===== src/rtl/sc_leveltimer.sv =====
// Period timebase and tick-driven level counter for the game sequencer.
// Optional pause input and PAUSE state enabled by defining SC_LEVELTIMER_PAUSE_EN.
module sc_leveltimer #(
    parameter int unsigned TIMER_WIDTH     = 32,
    parameter int unsigned LV_WIDTH        = 8,
    parameter int unsigned STEPS_PER_LEVEL = 4,
    parameter int unsigned MAX_LEVEL       = 59
) (
    input  logic                   SC_LEVELTIMER_CLOCK_50,
    input  logic                   SC_LEVELTIMER_RESET_InLow,
    input  logic                   SC_LEVELTIMER_START_InLow,
`ifdef SC_LEVELTIMER_PAUSE_EN
    input  logic                   SC_LEVELTIMER_PAUSE_InHigh,
`endif
    input  logic [TIMER_WIDTH-1:0] SC_LEVELTIMER_PERIOD_In,
    output logic                   SC_LEVELTIMER_TICK_Out,
    output logic                   SC_LEVELTIMER_LEVELUP_Out,
    output logic [LV_WIDTH-1:0]    SC_LEVELTIMER_LV_Out,
    output logic                   SC_LEVELTIMER_DONE_Out,
    output logic                   SC_LEVELTIMER_RUN_Out
);

    localparam int unsigned STEP_W = (STEPS_PER_LEVEL > 1) ? $clog2(STEPS_PER_LEVEL) : 1;

`ifdef SC_LEVELTIMER_PAUSE_EN
    typedef enum logic [1:0] {ST_IDLE = 2'd0, ST_RUN = 2'd1, ST_PAUSE = 2'd2, ST_DONE = 2'd3} state_t;
    logic pause;
    assign pause = SC_LEVELTIMER_PAUSE_InHigh;
`else
    typedef enum logic [1:0] {ST_IDLE = 2'd0, ST_RUN = 2'd1, ST_DONE = 2'd3} state_t;
`endif

    state_t                 state_q, state_d;
    logic [TIMER_WIDTH-1:0] count_q, count_d;
    logic [TIMER_WIDTH-1:0] shadow_q, shadow_d;
    logic [STEP_W-1:0]      step_q, step_d;
    logic [LV_WIDTH-1:0]    lv_q, lv_d;
    logic                   tick_q, tick_d;
    logic                   levelup_q, levelup_d;
    logic                   done_q, done_d;
    logic                   run_q, run_d;
    logic                   advance;
    logic [TIMER_WIDTH-1:0] period_eff;

    assign period_eff = (SC_LEVELTIMER_PERIOD_In == '0) ? TIMER_WIDTH'(1) : SC_LEVELTIMER_PERIOD_In;

    always_comb begin
        state_d   = state_q;
        count_d   = count_q;
        shadow_d  = shadow_q;
        step_d    = step_q;
        lv_d      = lv_q;
        tick_d    = 1'b0;
        levelup_d = 1'b0;
        advance   = 1'b0;

        case (state_q)
            ST_IDLE: begin
                if (!SC_LEVELTIMER_START_InLow) begin
                    state_d  = ST_RUN;
                    shadow_d = period_eff;
                    count_d  = '0;
                end
            end
`ifdef SC_LEVELTIMER_PAUSE_EN
            ST_RUN: begin
                if (pause) state_d = ST_PAUSE;
                else       advance = 1'b1;
            end
            // The resume edge counts, so the delay equals the number of paused edges.
            ST_PAUSE: begin
                if (!pause) begin
                    state_d = ST_RUN;
                    advance = 1'b1;
                end
            end
`else
            ST_RUN:  advance = 1'b1;
`endif
            ST_DONE: ;
            default: state_d = ST_IDLE;
        endcase

        if (advance) begin
            if (count_q == shadow_q - TIMER_WIDTH'(1)) begin
                tick_d   = 1'b1;
                count_d  = '0;
                shadow_d = period_eff;
                if (step_q == STEP_W'(STEPS_PER_LEVEL - 1)) begin
                    step_d    = '0;
                    lv_d      = lv_q + LV_WIDTH'(1);
                    levelup_d = 1'b1;
                    if (lv_d == LV_WIDTH'(MAX_LEVEL)) state_d = ST_DONE;
                end else begin
                    step_d = step_q + STEP_W'(1);
                end
            end else begin
                count_d = count_q + TIMER_WIDTH'(1);
            end
        end

        run_d  = (state_d == ST_RUN);
        done_d = (state_d == ST_DONE);
    end

    always_ff @(posedge SC_LEVELTIMER_CLOCK_50) begin
        if (!SC_LEVELTIMER_RESET_InLow) begin
            state_q   <= ST_IDLE;
            count_q   <= '0;
            shadow_q  <= '0;
            step_q    <= '0;
            lv_q      <= '0;
            tick_q    <= 1'b0;
            levelup_q <= 1'b0;
            done_q    <= 1'b0;
            run_q     <= 1'b0;
        end else begin
            state_q   <= state_d;
            count_q   <= count_d;
            shadow_q  <= shadow_d;
            step_q    <= step_d;
            lv_q      <= lv_d;
            tick_q    <= tick_d;
            levelup_q <= levelup_d;
            done_q    <= done_d;
            run_q     <= run_d;
        end
    end

    assign SC_LEVELTIMER_TICK_Out    = tick_q;
    assign SC_LEVELTIMER_LEVELUP_Out = levelup_q;
    assign SC_LEVELTIMER_LV_Out      = lv_q;
    assign SC_LEVELTIMER_DONE_Out    = done_q;
    assign SC_LEVELTIMER_RUN_Out     = run_q;

endmodule


===== config.mk =====
export PLATFORM = sky130hd
export DESIGN_NAME = sc_leveltimer
export DESIGN_NICKNAME = d
export VERILOG_FILES = /design/src/rtl/sc_leveltimer.sv
export SDC_FILE = /design/constraint.sdc
export NUM_CORES = 1
export LEC_CHECK = 0
export CAP_MARGIN = 20
export CORE_MARGIN = 5
export CORE_UTILIZATION = 45
export DETAILED_ROUTE_END_ITERATION = 8
export PLACE_DENSITY_LB_ADDON = 0.08
export SYNTH_ARGS = -nofsm -noshare
export SYNTH_HDL_FRONTEND = slang
export SYNTH_SLANG_ARGS = --single-unit

===== constraint.sdc =====
create_clock -name SC_LEVELTIMER_CLOCK_50 -period 10.05 [get_ports SC_LEVELTIMER_CLOCK_50]
set_clock_uncertainty 0.05 [all_clocks]
set_input_delay 2.01 -clock SC_LEVELTIMER_CLOCK_50 [delete_from_list [all_inputs] [get_ports SC_LEVELTIMER_CLOCK_50]]
set_output_delay 2.01 -clock SC_LEVELTIMER_CLOCK_50 [all_outputs]
set_load 0.02 [all_outputs]

==> results.cfg <==
[setup_path]
cpMaxStageDelayCell = nor3b_1
crit_fanout = 37
r2r_slack_ns = 5.33
worstSetupStartpointType = flip-flop
path_cells = inv_1 -> ha_1 -> nor3b_1 -> nand4_1 -> nor3_1 -> o211ai_1 -> or4_1 -> or4_1 -> buf_4 -> nand3_1 -> o311ai_0
required_ns = 10.19
rr_worst_depth = 11
path_buf_inv = 2
cp-startpoint = shadow_q[0]$_SDFF_PN0_
slowest_delay_ns = 0.72
r2r-start = shadow_q[0]$_SDFF_PN0_
setup.worst_path.end_class = flip-flop
path_delay_family = simple AND/OR/NAND/NOR gates
worstPathArrival_ns = 4.86
cp_num_cells = 11
path_class = reg2reg
crit_top_cell = or4_1

[synthesis]
yosys.area_share.adder = 0.0121
synth_compound_area_frac = 0.119
synth_seq_cells = 80
synth_top_cell_area_share = 0.309
yosysSeqAreaShare = 0.309
synthArstFlopShare = 0
synth-xor-area-share = 0.0895
yosys.area_share.simple = 0.327
synthMuxAreaShare = 0.0965
synth-warning-count = 0
avgSynthCellArea_um2 = 7.86
synth_flop_cell = dfxtp_1
yosysTopAreaCell = dfxtp_1
synth-edff-count = 0
synthCells = 660
synth_top_family_by_area = simple AND/OR/NAND/NOR gates
syn_area_um2 = 5190
synthTopCellsByArea = dfxtp_1, mux2i_1, nand2_1
synth_fp_nets = 700
synth_cell_types = 59

[timing]
tightest_slew_ns = 0.941
timing.final.crit_share = 0.470
setup_viol = 0
min_period_ns = 4.72
hold_viol = 0
fmax_mhz = 212
rsz0062_at_grt = false
fin_setup_tns_ns = 0
slew_viol_final = 0
slew_headroom = 0.373

[die]
dieArea_um2 = 13800
ioPinCount = 47
start_util = 0.456
fp.dieW_um = 117
core.rowCount = 39
fp.coreArea_um2 = 11400
die-height_um = 117

[route]
ant_nets = 0
drt_first_pass_iters = 5
via_per_inst = 5.86
finalWirelength_mm = 13.5
wl_per_cell_um = 16.4
drc = 0
vias = 4827
drt_iter0_drc = 319

[power]
leakage_nw = 2.06
power_mw = 0.828
power_density_nw_per_um2 = 138
peakVddDrop_v = 0.000126

[placed_design]
place_hpwl_mm = 10.0
portBuffers = 46
place_inst = 808
place_congestion = 0.925

[grt]
grt_pass1_wl_mm = 22.5
antenna_found_initial = 0
overflow = 0
grt_max_degree = 57
grt_pass1_vias = 4508
grt_usage = 0.196

[cts]
htreeDepth = 3
postCtsSetupRepairBufs = 0
cts-resized-gates = 0
cts-root-buf = clkbuf_16
cts.sinks = 80
cts_max_path_buffers = 2
holdBufCountCts = 0
clk_pin_slew_ns = 0.06
tritoncts = done
clk_latency_ns = 0.35
cts_made_buffers = 9

[finish]
final_cells = 824
layout.nets = 716
n_antenna_cell = 0
area_growth_pct = 15.6
drive_gt1_frac = 0.0485
fillers = 1094

[worst_hold_path]
min_path_cells = 2
hold_class = reg2reg
min_from = shadow_q[31]$_SDFF_PN0_

[run]
drv_cap = 0

[outcome]
status = completed
final cells by class:
cell class | instances | area [um^2] | share of cell area
Sequential cell | 80 | 1600 | 0.267
Clock buffer | 11 | 243 | 0.0405
Timing Repair Buffer | 51 | 493 | 0.0822
Clock inverter | 5 | 56.3 | 0.00939
Inverter | 16 | 60.1 | 0.0100
Tap cell | 143 | 179 | 0.0298
Multi-Input combinational cell | 518 | 3360 | 0.561
report_power, final:
| part | internal (mW) | switching, mW | total (mW) |
|---|---|---|---|
| clock | 0.199 | 0.132 | 0.331 |
| sequential | 0.327 | 0.0161 | 0.343 |
| combinational | 0.0672 | 0.0874 | 0.155 |
layout by cell type, fill, tap and decap left out, drive strengths merged, types with 15 or more instances in the layout:
cell type      Yosys  layout
nand2            111     111
dfxtp             80      80
mux2i             50      50
clkdlybuf4s50      0      45
nand4             35      35
xnor2             33      33
nor2              32      32
nor4              26      26
o21ai             22      22
nand3             22      22
xor2              20      20
nor3              16      16
inv               15      15
tightest hold or removal path, stage by stage, from the launching register on:
cell and delay, ns:
dfxtp_1 0.31, nand2_1 0.06, mux2i_1 0.05
per-layer routing:
layer	vias to the layer above	wire length, um	global-route usage
li1	2438	-	-
met1	2278	6490	0.263
met2	93	6330	0.319
met3	18	520	0.0318
met4	0	192	0.0638
met5	-	0	0
metrics by stage:
step	worst slack (ns)	util	area, um^2	hold WS [ns]
2_1_floorplan	6.39	-	5190	0.398
3_3_place_gp	5.43	0.501	5700	0.411
3_5_place_dp	5.28	0.501	5700	0.423
4_1_cts	5.39	0.527	6000	0.431
5_1_grt	5.10	0.527	6000	0.459
6_report	5.33	0.527	6000	0.425
cells in the mapped netlist, types with 2 or more instances:
master and instances:
nand2_1 111, nor4_1 23, o41ai_1 2, nor4_4 2, buf_2 6, nand4_1 35
o211ai_1 5, nand3b_1 5, and3_1 11, xor2_1 20, nor3_1 15, xnor2_1 33
o21a_1 4, dfxtp_1 80, nor3b_1 4, a211oi_1 2, o22ai_1 2, and2_1 10
mux2i_1 50, or2_2 2, o311ai_0 9, ha_1 5, o21bai_1 2, or4_1 12
and4_1 2, nand2b_1 13, nand3_1 22, a31oi_1 4, a21oi_1 13, o21ai_0 22
nor2_1 32, a41oi_1 10, inv_1 15, buf_1 2, or3_1 12, o31ai_1 3
clkbuf_1 37, nand4b_1 2
state kept, by name, indices dropped and copies added, names as in the netlist:
| register | cells |
|---|---|
| SC_LEVELTIMER_RUN_Out | 1 |
| SC_LEVELTIMER_DONE_Out | 1 |
| SC_LEVELTIMER_LV_Out | 8 |
| state_q | 2 |
| SC_LEVELTIMER_LEVELUP_Out | 1 |
| step_q | 2 |
| SC_LEVELTIMER_TICK_Out | 1 |
| shadow_q | 32 |
| count_q | 32 |
worst paths after layout:
check / to
hold reg to reg: shadow_q[31]$_SDFF_PN0_
hold / removal: shadow_q[31]$_SDFF_PN0_
setup reg to reg: count_q[15]$_SDFFE_PN0P_
setup / recovery: count_q[15]$_SDFFE_PN0P_
logic make-up after synthesis:
kind of cell,count (synthesis)
xor+xnor,53
simple gates,321
mux,50
buf+inv,62
fa+ha+maj,5
compound gates,89
flops,80
Note: power is estimated with default switching activity, not from simulation.
